### src/rtl/esdi_pkg.sv
`default_nettype none
// ============================================================================
// Module  : esdi_pkg
// Purpose : Shared types and constants for the ESDI sector write-back path.
//           Holds the scheduler FSM state enum, the done-record error codes
//           and the packed done-record layout {sector, err}.
// Ports   : none (package)
// Revision: 1.0  initial release
// ============================================================================
package esdi_pkg;

  typedef enum logic [2:0] {
    WB_IDLE     = 3'd0,
    WB_CMD      = 3'd1,
    WB_STREAM   = 3'd2,
    WB_DRAIN    = 3'd3,
    WB_WAIT_STS = 3'd4,
    WB_PUSH     = 3'd5
  } wb_state_t;

  localparam logic [1:0] WB_ERR_NONE  = 2'b00;
  localparam logic [1:0] WB_ERR_SHORT = 2'b01;
  localparam logic [1:0] WB_ERR_LONG  = 2'b10;
  localparam logic [1:0] WB_ERR_DMA   = 2'b11;

  typedef struct packed {
    logic [7:0] sector;
    logic [1:0] err;
  } wb_done_t;

endpackage
`default_nettype wire

### src/rtl/wb_done_fifo.sv
`default_nettype none
// ============================================================================
// Module  : wb_done_fifo
// Purpose : Synchronous ready/valid FIFO for done records. A write is accepted
//           while full if a read happens in the same cycle, so a full queue
//           stays full under simultaneous push/pop.
// Ports   : clk, rst_n (async active-low)
//           in_valid/in_ready/in_data    write side
//           out_valid/out_ready/out_data read side (show-ahead)
//           full, empty                  occupancy flags
// Revision: 1.0  initial release
// ============================================================================
module wb_done_fifo #(
  parameter int WIDTH = 10,
  parameter int DEPTH = 4
) (
  input  logic             clk,
  input  logic             rst_n,
  input  logic             in_valid,
  output logic             in_ready,
  input  logic [WIDTH-1:0] in_data,
  output logic             out_valid,
  input  logic             out_ready,
  output logic [WIDTH-1:0] out_data,
  output logic             full,
  output logic             empty
);

  localparam int AW = $clog2(DEPTH);

  // One extra pointer bit distinguishes full from empty.
  logic [AW:0]      wr_ptr_q, wr_ptr_d;
  logic [AW:0]      rd_ptr_q, rd_ptr_d;
  logic [WIDTH-1:0] mem_q [DEPTH];
  logic             wr_en;
  logic             rd_en;

  assign empty     = (wr_ptr_q == rd_ptr_q);
  assign full      = (wr_ptr_q[AW] != rd_ptr_q[AW]) &&
                     (wr_ptr_q[AW-1:0] == rd_ptr_q[AW-1:0]);
  assign out_valid = !empty;
  assign in_ready  = !full || out_ready;
  assign out_data  = mem_q[rd_ptr_q[AW-1:0]];
  assign wr_en     = in_valid && in_ready;
  assign rd_en     = out_valid && out_ready;

  always_comb begin
    wr_ptr_d = wr_ptr_q;
    rd_ptr_d = rd_ptr_q;
    if (wr_en) wr_ptr_d = wr_ptr_q + (AW+1)'(1);
    if (rd_en) rd_ptr_d = rd_ptr_q + (AW+1)'(1);
  end

  always_ff @(posedge clk or negedge rst_n) begin
    if (!rst_n) begin
      wr_ptr_q <= '0;
      rd_ptr_q <= '0;
    end else begin
      wr_ptr_q <= wr_ptr_d;
      rd_ptr_q <= rd_ptr_d;
    end
  end

  always_ff @(posedge clk) begin
    if (wr_en) mem_q[wr_ptr_q[AW-1:0]] <= in_data;
  end

endmodule
`default_nettype wire

### src/rtl/sector_writeback_sched.sv
`default_nettype none
// ============================================================================
// Module  : sector_writeback_sched
// Purpose : Sequences write-back of captured sectors to memory. For each
//           sector seen on the input stream it issues one DMA command at
//           base_addr + (tid << sector_shift), forwards exactly sector_len
//           bytes (flagging short/long sectors), waits for DMA status and
//           queues a {sector, err} done record.
// Options : SECTOR_WB_TIMEOUT_EN - status watchdog; after TIMEOUT cycles in
//           WAIT_STS the sector is closed with err=2'b11.
// Ports   : aclk, aresetn (async active-low)
//           enable, base_addr, sector_shift, sector_len  configuration
//           s_t*    byte stream in (tid = sector number)
//           m_t*    byte stream out to DMA (combinational pass-through)
//           cmd_*   DMA command (addr, len)
//           sts_*   DMA completion strobe / result
//           done_*  done-record queue
//           busy, err_count  status
// Revision: 1.0  initial release
// ============================================================================
module sector_writeback_sched
  import esdi_pkg::*;
#(
  parameter int ADDR_W     = 32,
  parameter int LEN_W      = 11,
  parameter int DONE_DEPTH = 4,
  parameter int TIMEOUT    = 4096
) (
  input  logic              aclk,
  input  logic              aresetn,
  input  logic              enable,
  input  logic [ADDR_W-1:0] base_addr,
  input  logic [4:0]        sector_shift,
  input  logic [LEN_W-1:0]  sector_len,
  input  logic              s_tvalid,
  output logic              s_tready,
  input  logic [7:0]        s_tdata,
  input  logic              s_tlast,
  input  logic [7:0]        s_tid,
  output logic              m_tvalid,
  input  logic              m_tready,
  output logic [7:0]        m_tdata,
  output logic              m_tlast,
  output logic              cmd_valid,
  input  logic              cmd_ready,
  output logic [ADDR_W-1:0] cmd_addr,
  output logic [LEN_W-1:0]  cmd_len,
  input  logic              sts_valid,
  input  logic              sts_okay,
  output logic              done_valid,
  input  logic              done_ready,
  output logic [7:0]        done_sector,
  output logic [1:0]        done_err,
  output logic              busy,
  output logic [7:0]        err_count
);

  wb_state_t         state_q, state_d;
  logic [7:0]        tid_q, tid_d;
  logic [ADDR_W-1:0] addr_q, addr_d;
  logic [LEN_W-1:0]  len_q, len_d;
  logic [LEN_W-1:0]  cnt_q, cnt_d;
  logic [1:0]        err_q, err_d;
  logic [7:0]        err_count_q, err_count_d;

  logic [ADDR_W-1:0] tid_ext;
  logic              cnt_last;
  logic              wd_expired;
  logic              fifo_in_valid;
  logic              fifo_in_ready;
  logic              fifo_full;
  logic              fifo_empty;
  logic              unused_flags;
  wb_done_t          push_rec;
  wb_done_t          pop_rec;

  assign tid_ext  = ADDR_W'(s_tid);
  assign cnt_last = (cnt_q == (len_q - LEN_W'(1)));

`ifdef SECTOR_WB_TIMEOUT_EN
  localparam int WD_W = $clog2(TIMEOUT + 1);
  logic [WD_W-1:0] wd_q, wd_d;

  // Counts only while waiting for status; cleared in every other state.
  always_comb begin
    wd_d = '0;
    if (state_q == WB_WAIT_STS) wd_d = wd_q + WD_W'(1);
  end

  always_ff @(posedge aclk or negedge aresetn) begin
    if (!aresetn) wd_q <= '0;
    else          wd_q <= wd_d;
  end

  assign wd_expired = (state_q == WB_WAIT_STS) && (wd_q == WD_W'(TIMEOUT - 1));
`else
  logic [31:0] unused_timeout;
  assign unused_timeout = TIMEOUT;
  assign wd_expired     = 1'b0;
`endif

  always_comb begin
    state_d       = state_q;
    tid_d         = tid_q;
    addr_d        = addr_q;
    len_d         = len_q;
    cnt_d         = cnt_q;
    err_d         = err_q;
    err_count_d   = err_count_q;
    s_tready      = 1'b0;
    m_tvalid      = 1'b0;
    m_tdata       = s_tdata;
    m_tlast       = 1'b0;
    cmd_valid     = 1'b0;
    fifo_in_valid = 1'b0;

    case (state_q)
      WB_IDLE: begin
        // Configuration is captured here so it stays stable for the sector.
        if (s_tvalid && enable) begin
          tid_d   = s_tid;
          addr_d  = base_addr + (tid_ext << sector_shift);
          len_d   = sector_len;
          err_d   = WB_ERR_NONE;
          state_d = WB_CMD;
        end
      end

      WB_CMD: begin
        cmd_valid = 1'b1;
        cnt_d     = '0;
        if (cmd_ready) state_d = WB_STREAM;
      end

      WB_STREAM: begin
        m_tvalid = s_tvalid;
        s_tready = m_tready;
        // An early input last still terminates the DMA packet on that beat.
        m_tlast  = cnt_last || s_tlast;
        if (s_tvalid && m_tready) begin
          cnt_d = cnt_q + LEN_W'(1);
          if (s_tlast && !cnt_last) begin
            err_d   = err_q | WB_ERR_SHORT;
            state_d = WB_WAIT_STS;
          end else if (cnt_last && !s_tlast) begin
            err_d   = err_q | WB_ERR_LONG;
            state_d = WB_DRAIN;
          end else if (cnt_last) begin
            state_d = WB_WAIT_STS;
          end
        end
      end

      WB_DRAIN: begin
        // Surplus bytes are swallowed up to and including the input last.
        s_tready = 1'b1;
        if (s_tvalid && s_tlast) state_d = WB_WAIT_STS;
      end

      WB_WAIT_STS: begin
        if (sts_valid) begin
          if (!sts_okay) err_d = WB_ERR_DMA;
          state_d = WB_PUSH;
        end else if (wd_expired) begin
          err_d   = WB_ERR_DMA;
          state_d = WB_PUSH;
        end
      end

      WB_PUSH: begin
        fifo_in_valid = 1'b1;
        if (fifo_in_ready) begin
          state_d = WB_IDLE;
          if ((err_q != WB_ERR_NONE) && (err_count_q != 8'hff))
            err_count_d = err_count_q + 8'd1;
        end
      end

      default: state_d = WB_IDLE;
    endcase
  end

  always_ff @(posedge aclk or negedge aresetn) begin
    if (!aresetn) begin
      state_q     <= WB_IDLE;
      tid_q       <= '0;
      addr_q      <= '0;
      len_q       <= '0;
      cnt_q       <= '0;
      err_q       <= WB_ERR_NONE;
      err_count_q <= '0;
    end else begin
      state_q     <= state_d;
      tid_q       <= tid_d;
      addr_q      <= addr_d;
      len_q       <= len_d;
      cnt_q       <= cnt_d;
      err_q       <= err_d;
      err_count_q <= err_count_d;
    end
  end

  assign push_rec = '{sector: tid_q, err: err_q};

  wb_done_fifo #(
    .WIDTH ($bits(wb_done_t)),
    .DEPTH (DONE_DEPTH)
  ) u_done_fifo (
    .clk       (aclk),
    .rst_n     (aresetn),
    .in_valid  (fifo_in_valid),
    .in_ready  (fifo_in_ready),
    .in_data   (push_rec),
    .out_valid (done_valid),
    .out_ready (done_ready),
    .out_data  (pop_rec),
    .full      (fifo_full),
    .empty     (fifo_empty)
  );

  assign unused_flags = fifo_full ^ fifo_empty;

  assign cmd_addr    = addr_q;
  assign cmd_len     = len_q;
  assign done_sector = pop_rec.sector;
  assign done_err    = pop_rec.err;
  assign busy        = (state_q != WB_IDLE);
  assign err_count   = err_count_q;

endmodule
`default_nettype wire

### config.mk
export PLATFORM = sky130hd
export DESIGN_NAME = sector_writeback_sched
export DESIGN_NICKNAME = d
export VERILOG_FILES = /design/src/rtl/esdi_pkg.sv /design/src/rtl/wb_done_fifo.sv /design/src/rtl/sector_writeback_sched.sv
export SDC_FILE = /design/constraint.sdc
export NUM_CORES = 1
export LEC_CHECK = 0
export CAP_MARGIN = 20
export CORE_MARGIN = 8
export CORE_UTILIZATION = 40
export CTS_CLUSTER_SIZE = 14
export DETAILED_ROUTE_END_ITERATION = 10
export GPL_ROUTABILITY_DRIVEN = 0
export PLACE_DENSITY_LB_ADDON = 0.05
export SYNTH_ARGS = -nofsm -noshare
export SYNTH_HDL_FRONTEND = slang
export SYNTH_SLANG_ARGS = --single-unit
### constraint.sdc
create_clock -name aclk -period 3.3 [get_ports aclk]
set_clock_uncertainty 0.15 [all_clocks]
set_input_delay 0.66 -clock aclk [delete_from_list [all_inputs] [get_ports aclk]]
set_output_delay 0.66 -clock aclk [all_outputs]
set_load 0.01 [all_outputs]
# Word-level counts from Yosys, hierarchy flattened
# Memories as Yosys holds them, arrays and structs flattened.
# Cells that the tools add are included.
# totals
memories,1
mem_bits_rw,40
rom_bits,0
inputBits,74
ff_bits,81
latchBits,0
# classes
n_lt_le_gt_ge,0
shift,1
n_reduce_logical,26
mux,26
div_mod_pow,0
bitwise_logic,0
mul,0
eq_ne,21
add_sub_neg,6
# memory_table
name,words,word_bits,rd,rd_ports_with_merged_regs,wr,line_no,source
u_done_fifo.mem_q,4,10,1,0,1,wb_done_fifo.sv:34,logic [WIDTH-1:0] mem_q [DEPTH];
# op_table
op,count
$add A32 B32 Y32,1
$shl A8 B5 Y32,1
$mux W3,9
$pmux W11 S2,1
$ne A2 B2 Y1 const B,9
$pmux W3 S6,1
$reduce_and A7 Y1,2
$mux W2,6
$add A11 B1 Y11 const B,1
$eq A11 B11 Y1,1
$mux W11,1
$sub A11 B1 Y11 const B,1
$logic_and A1 B1 Y1,9
$add A8 B1 Y8 const B,1
$ne A8 B8 Y1 const B,1
$add A3 B1 Y3 const B,2
$eq A3 B2 Y1 const B,2
$eq A3 B3 Y1 const B,2
$mux W1,6
$pmux W2 S3,1
$reduce_and A6 Y1,1
$reduce_bool A3 Y1,2
$logic_not A1 Y1,4
$ne A4 B4 Y1 const B,1
other kinds (11),14

# Logic depth before layout (Yosys ltp)
# Gate-level depths: netlist of run 1.
# logic_depth
word_depth,7
mapped_depth,18
mapped_depth_nobuf,16

# Modules after synthesis
# From an unflattened synthesis of run 1, not the netlist that was laid out.
# hier_totals
cells_unflattened,817
hier_area_um2,7696.1
# modules_own_cells
mod,n_inst,seq_area_each_um2,area_each_um2,cells_each
sector_writeback_sched,1,1876.8,5838.1,726
wb_done_fifo,1,1351.3,1858.0,91

# Worst setup path after synthesis of run 1
# Ideal clock, no wire load.
# synth_timing
kind,input to register
start,in sector_shift[1]
end,reg addr_q[31] (netlist: cmd_addr[31])
path_buffers,2
slack_ps,-759
setup_ps,69
arrival_ps,3841
cell_stages,18
cell_sequence,clkbuf_1 clkbuf_1 mux2i_1 nand2_1 nand2_1 nand2_1 o21ai_0 mux2i_1 and2_1 ha_1 nand3_1 o211ai_1 a21oi_1 a21oi_1 nor2_1 o311a_1 or3_1 nand3_1
# synth_via
elab_chain_cells,2
# synth_rtl
element,line_no,source
"start, declared",sector_writeback_sched.sv:33,"input logic [4:0] sector_shift,"
$shl A8 B5 Y32,sector_writeback_sched.sv:122,addr_d = base_addr + (tid_ext << sector_shift);
$add A32 B32 Y32,sector_writeback_sched.sv:122,
"end signal, assigned",sector_writeback_sched.sv:195,addr_q <= addr_d;
"end, declared",sector_writeback_sched.sv:60,"logic [ADDR_W-1:0] addr_q, addr_d;"
# No other way between the ends.
# A chain may end at the register's enable or synchronous reset.

# Final worst setup path of run 1
# layout_timing
start,reg len_q[1] (netlist: cmd_len[1])
end,out m_tlast
# layout_via
elab_chain_cells,4
# layout_rtl
element,line_no,source
"start, declared",sector_writeback_sched.sv:61,"logic [LEN_W-1:0] len_q, len_d;"
"start signal, assigned",sector_writeback_sched.sv:196,len_q <= len_d;
$sub A11 B1 Y11,sector_writeback_sched.sv:78,assign cnt_last = (cnt_q == (len_q - LEN_W'(1)));
$eq A11 B11 Y1,sector_writeback_sched.sv:78,
$logic_or A1 B1 Y1,sector_writeback_sched.sv:139,m_tlast = cnt_last || s_tlast;
$mux W1,sector_writeback_sched.sv:117,case (state_q)
"end, declared",sector_writeback_sched.sv:43,"output logic m_tlast,"
# No other way between the ends.

==> impl_metrics.toml, run 1 <==
[status]
status = "finished, violations left"
violations = "setup timing"

[global_routing]
grt_max_degree = 78
grt_pass1_vias = 7559
grt_overflow = 0
grt_util_all_layers = 0.199
grt_pass1_wl_mm = 37.7
antenna_found_initial = 0

[critical_path]
cp_data_required_time_ns = 2.49
ff2ff_setup_slack_ns = -0.16
crit_start = "cmd_len[1]"
critPathMaxFanout = 3
critPathKind = "flip-flop to primary output"
reg2regPathDepth = 14
worst_setup_path_start_kind = "flip-flop"
rr_endpoint = "err_q[0]"
crit_arrival_ns = 3.16
crit_path_end = "m_tlast"
cp-end-kind = "primary output"
reg2reg_from = "cmd_len[1]"

[clock_tree]
cts_tree = "yes"
clkTransAtPathRegs_ns = 0.06
numCtsBuffers = 17
root_buffer = "clkbuf_16"
clock_latency_ns = 0.42
h-tree-depth = 4
cts_sinks = 121
clock_path_buffers = 2
cts_hold_buf = 0

[synth]
synth_area_leaders = "dfrtp_1 27%, edfxtp_1 16%, ha_1 7.2%"
yosys.cell_types.count = 58
syn_inst = 793
synth-edff-count = 40
yosys.area.top_type = "dfrtp_1"
ys_warn_count = 0
ys_ff_latch = 121
synth_nets = 911
synth_ff_type = "dfrtp_1"
yosysTopAreaCellShare = 0.270
async_flop_share = 0.669
syn-cell-area_um2 = 7520
syn_area_per_cell_um2 = 9.48
seq_area_frac_synth = 0.429

[route]
dr_total_vias = 6954
finalWirelength_mm = 24.0
drt_iter0_markers = 377
vias_per_cell = 5.24
routedWlPerCell_um = 18.1
first_pass_iters = 5
ant_nets = 0
route.detailed.drc = 0

[cells_and_area]
final_nets = 1198
fin_area_um2 = 11800
synthToLayoutAreaGrowth_pct = 56.8
final_util = 0.634
final_cell_mix = "165 x buf_4, 125 x nand2_1, 117 x clkdlybuf4s50_1"
n_fill_cell = 1472
drive_gt1_frac = 0.343
n_antenna_cell = 0
final_common_cell = "buf_4"

[timing]
period_needed_ns = 3.97
min_period_over_period = 1.20
setup_ws_ns = -0.671
drv_slew = 0
rsz0062_at_grt = "yes"
worstMarginPinSlew_ns = 0.615
hold_violations = 0
setup-violations-final = 14
fmax_mhz = 252
slew-limit-headroom = 0.590
holdWs_ns = 0.0607

[pwr]
power.share.combinational = 0.430
peakVddDrop_uv = 368
p_total_w = 0.00752
clkPwrFrac = 0.247
swShare = 0.358
p_sw_w = 0.00269
leakage_nw = 5.08
power_density_nw_per_um2 = 638
p_seq_frac = 0.323
p_int_w = 0.00483

[placed_design]
pre_cts_slack_ns = -1.14
dp_hpwl_mm = 17.4
placed_area_um2 = 10300
portBuffers = 132

[die]
die_y_um = 153
fp.coreArea_um2 = 18600
initial_core_util = 0.405
die_area_um2 = 23400
row_count = 50
ios = 149
dieWidth_um = 153

[run]
cap_violations = 0

[hold_path]
hold_path.class = "primary input to asynchronous set/reset pin"
==> per-stage QoR <==
step | TNS [ns] | std cells
6_report | -1.57 | 1327
5_1_grt | -3.58 | 1327
4_1_cts | -1.37 | 1324
3_5_place_dp | -26.30 | 1273
3_3_place_gp | -25.06 | 1273
2_1_floorplan | -2.60 | 793
==> worst max-delay path, cell delays in order (launching register included) <==
cell	delay, ns
dfrtp_1	0.38
or4_4	0.57
nor4_4	0.16
buf_4	0.17
xnor2_2	0.10
nor2_1	0.05
a211o_1	0.31
a2111oi_4	0.39
inv_2	0.10
ha_4	0.17
nor3_2	0.18
buf_2	0.17
==> cell families after synthesis <==
| family | Yosys count | share of synthesized area |
|---|---|---|
| flops | 121 | 0.429 |
| buf+inv | 68 | 0.0380 |
| xor+xnor | 59 | 0.0687 |
| mux | 29 | 0.0579 |
| fa+ha+maj | 44 | 0.0742 |
| compound gates | 187 | 0.157 |
| simple gates | 285 | 0.175 |
==> metal layers <==
layer | GRT usage | share of wire | vias up | wire length (um)
li1 | - | - | 3393 | -
met2 | 0.367 | 0.52 | 176 | 12500
met3 | 0.0445 | 0.040 | 37 | 966
met4 | 0.0688 | 0.023 | 0 | 548
met1 | 0.219 | 0.41 | 3348 | 9930
met5 | 0 | 0 | - | 0
==> cells in the mapped netlist, drive strengths merged, types with 11 or more instances <==
master and number:
a21oi 37, xor2 27, clkbuf 31, nand2 135
nor2 53, mux4 11, nand3 23, xnor2 32
inv 27, a31oi 11, o21ai 67, mux2i 12
a21o 12, dfrtp 81, edfxtp 40, and2 18
ha 43
==> power by group through the flow <==
| stage | clock [W] | sequential (W) | combinational, W |
|---|---|---|---|
| floorplan | 0 | 0.00248 | 0.00145 |
| global placement | 0 | 0.00242 | 0.00297 |
| detailed placement | 0 | 0.00245 | 0.00302 |
| CTS | 0.00191 | 0.00243 | 0.00315 |
| global route | 0.00197 | 0.00250 | 0.00351 |
| finish | 0.00186 | 0.00243 | 0.00324 |
==> worst min path at each step <==
stage | start | end | slack (ns)
global placement | cmd_addr[15] | cmd_addr[15] | 0.30
detailed placement | cmd_addr[24] | cmd_addr[24] | 0.32
CTS | aresetn | err_count[4] | 0.07
floorplan | aresetn | cmd_addr[0] | 0.21
global route | aresetn | cmd_len[3] | 0.08
finish | aresetn | cmd_len[3] | 0.06
==> layout make-up <==
type | instances | area [um2] | area share
Inverter | 27 | 101 | 0.00860
Clock buffer | 17 | 425 | 0.0361
Multi-Input combinational cell | 604 | 4890 | 0.415
Sequential cell | 121 | 3230 | 0.274
Clock inverter | 15 | 159 | 0.0135
Timing Repair Buffer | 309 | 2690 | 0.228
Tap cell | 234 | 293 | 0.0248
==> registers in the layout, indices dropped and copies added (netlist names) <==
name / count
cnt_q: 11
err_count: 8
u_done_fifo.mem_q: 40
u_done_fifo.wr_ptr_q: 3
state_q: 3
cmd_addr: 32
cmd_len: 11
u_done_fifo.rd_ptr_q: 3
err_q: 2
tid_q: 8
==> repair_timing <==
| item | 4_1_cts | 5_1_grt |
|---|---|---|
| setup buffers | 19 | 9 |
| pin swaps | 63 | 73 |
| resized for setup | 137 | 91 |
| setup endpoints to repair | 32 | 27 |
| hold endpoints to repair | 0 | 0 |
| cloned | 0 | 0 |
No activity file was read; power rests on OpenSTA's default activity.
==> run 2: changes to the inputs <==
--- a/config.mk
+++ b/config.mk
@@ -8,9 +8,10 @@
 export CAP_MARGIN = 20
 export CORE_MARGIN = 8
 export CORE_UTILIZATION = 40
-export CTS_CLUSTER_SIZE = 14
+export CTS_CLUSTER_SIZE = 40
 export DETAILED_ROUTE_END_ITERATION = 10
 export GPL_ROUTABILITY_DRIVEN = 0
+export GPL_TIMING_DRIVEN = 0
 export PLACE_DENSITY_LB_ADDON = 0.05
 export SYNTH_ARGS = -nofsm -noshare
 export SYNTH_HDL_FRONTEND = slang
==> run 2 against run 1 <==
Compared with the run above:
- the flow still finishes with violations (setup timing)
- first-iteration DRC count is 6.4% lower
- critical path depth is 6 higher
- non-clock buffer count is 68 lower
- register-to-register slack worse by 0.48 ns
- combinational power is 4% lower
- cell count is 5.1% lower
- die area stayed put
- clock power is 6% higher
- sequential power hardly changed
- critical path type is now flip-flop to flip-flop
- largest cell class unchanged
- largest power group unchanged
==> impl_metrics.toml, run 2 (synthesis results as in run 1) <==
[clock_tree]
cts_hold_buf = 0
cts_sinks = 121
h-tree-depth = 4
clock_latency_ns = 0.42
cts_tree = "yes"
clock_path_buffers = 2
root_buffer = "clkbuf_16"
clkTransAtPathRegs_ns = 0.06
numCtsBuffers = 17

[timing]
hold_violations = 0
slew-limit-headroom = 0.572
min_period_over_period = 1.19
fmax_mhz = 254
rsz0062_at_grt = "yes"
setup-violations-final = 17
holdWs_ns = 0.0513
setup_ws_ns = -0.636
drv_slew = 0
period_needed_ns = 3.94
worstMarginPinSlew_ns = 0.642

[pwr]
p_seq_frac = 0.324
power.share.combinational = 0.414
peakVddDrop_uv = 400
p_total_w = 0.00751
swShare = 0.356
power_density_nw_per_um2 = 663
clkPwrFrac = 0.262
p_sw_w = 0.00267
p_int_w = 0.00484
leakage_nw = 4.72

[run]
cap_violations = 0

[critical_path]
critPathKind = "flip-flop to flip-flop"
ff2ff_setup_slack_ns = -0.64
reg2reg_from = "cmd_len[2]"
cp-end-kind = "flip-flop"
worst_setup_path_start_kind = "flip-flop"
cp_data_required_time_ns = 3.43
crit_start = "cmd_len[2]"
crit_arrival_ns = 4.07
critPathMaxFanout = 2

[cells_and_area]
largest_reg_flops = 40
final_cell_mix = "125 x clkdlybuf4s50_1, 124 x nand2_1, 78 x dfrtp_1"
final_util = 0.610
final_nets = 1130
fin_area_um2 = 11300
drive_gt1_frac = 0.282
synthToLayoutAreaGrowth_pct = 50.8
final_common_cell = "clkdlybuf4s50_1"
n_antenna_cell = 0

[route]
finalWirelength_mm = 23.9
vias_per_cell = 5.48
route.detailed.drc = 0
drt_iter0_markers = 353
dr_total_vias = 6897
routedWlPerCell_um = 18.9
ant_nets = 0
first_pass_iters = 5

[global_routing]
grt_overflow = 0
grt_pass1_vias = 7236
antenna_found_initial = 0
grt_max_degree = 48
grt_util_all_layers = 0.200
grt_pass1_wl_mm = 37.6

[die]
die_area_um2 = 23400
ios = 149
fp.coreArea_um2 = 18600
row_count = 50
die_y_um = 153
initial_core_util = 0.405
dieWidth_um = 153

[placed_design]
dp_hpwl_mm = 16.9
placed_area_um2 = 9370
pre_cts_slack_ns = -1.15
portBuffers = 136

[status]
status = "finished, violations left"
violations = "setup timing"

[hold_path]
hold_path.class = "primary input to asynchronous set/reset pin"
## run 2: final cells by class
cell class / instances / area, um2
repair buffers: 205 / 1920
clock inverters: 15 / 189
flip-flops and latches: 121 / 3230
multi-input cells: 604 / 4920
clock buffers: 17 / 425
well taps: 234 / 293
fillers: 1542 / 7240
plain buffers: 36 / 255
inverters: 27 / 104
## run 2: per-layer routing
metal | global-route usage | routed length, um | vias up
li1 | - | - | 3278
met1 | 0.223 | 9220 | 3353
met2 | 0.368 | 12800 | 225
met3 | 0.0414 | 1330 | 41
met4 | 0.0726 | 523 | 0
met5 | 0 | 0 | -
## run 2: worst paths after layout
kind | end | cells after the start
hold / removal | err_count[5] | 1
setup reg to reg | err_q[0] | 17
min in group aclk | cmd_addr[15] | 2
setup / recovery | err_q[0] | 17
hold reg to reg | cmd_addr[15] | 2
max in group asynchronous | cmd_len[2] | 2
## run 2: metrics by stage
stage	std cells	setup TNS (ns)
2_1_floorplan	793	-2.60
3_3_place_gp	1163	-154.08
3_5_place_dp	1164	-24.01
4_1_cts	1248	-2.62
5_1_grt	1259	-5.61
6_report	1259	-3.25
## run 2: worst max-delay path: stages (launching register included)
cell and delay [ns]:
dfrtp_2 0.42, or4_4 0.56, nor4_4 0.17, nand2_1 0.08, mux2_4 0.27, a211o_1 0.30, a2111oi_4 0.39, inv_2 0.10
buf_4 0.15, buf_6 0.11, buf_6 0.10, buf_6 0.10, buf_6 0.10, buf_6 0.11, ha_4 0.14, or3_1 0.32
a31oi_1 0.18, nor2_1 0.06
## run 2: repair_timing
item                                    in CTS  in global routing
endpoints found under the setup margin      40                 39
pin swaps                                   76                 42
gates resized for setup                    161                 76
buffers inserted                            57                 15
## run 2: power groups by stage
stage | sequential (W) | clock (W) | combinational [W]
2_1_floorplan | 0.00248 | 0 | 0.00145
3_3_place_gp | 0.00244 | 0 | 0.00273
3_5_place_dp | 0.00246 | 0 | 0.00279
4_1_cts | 0.00244 | 0.00199 | 0.00303
5_1_grt | 0.00250 | 0.00206 | 0.00340
6_report | 0.00244 | 0.00197 | 0.00311
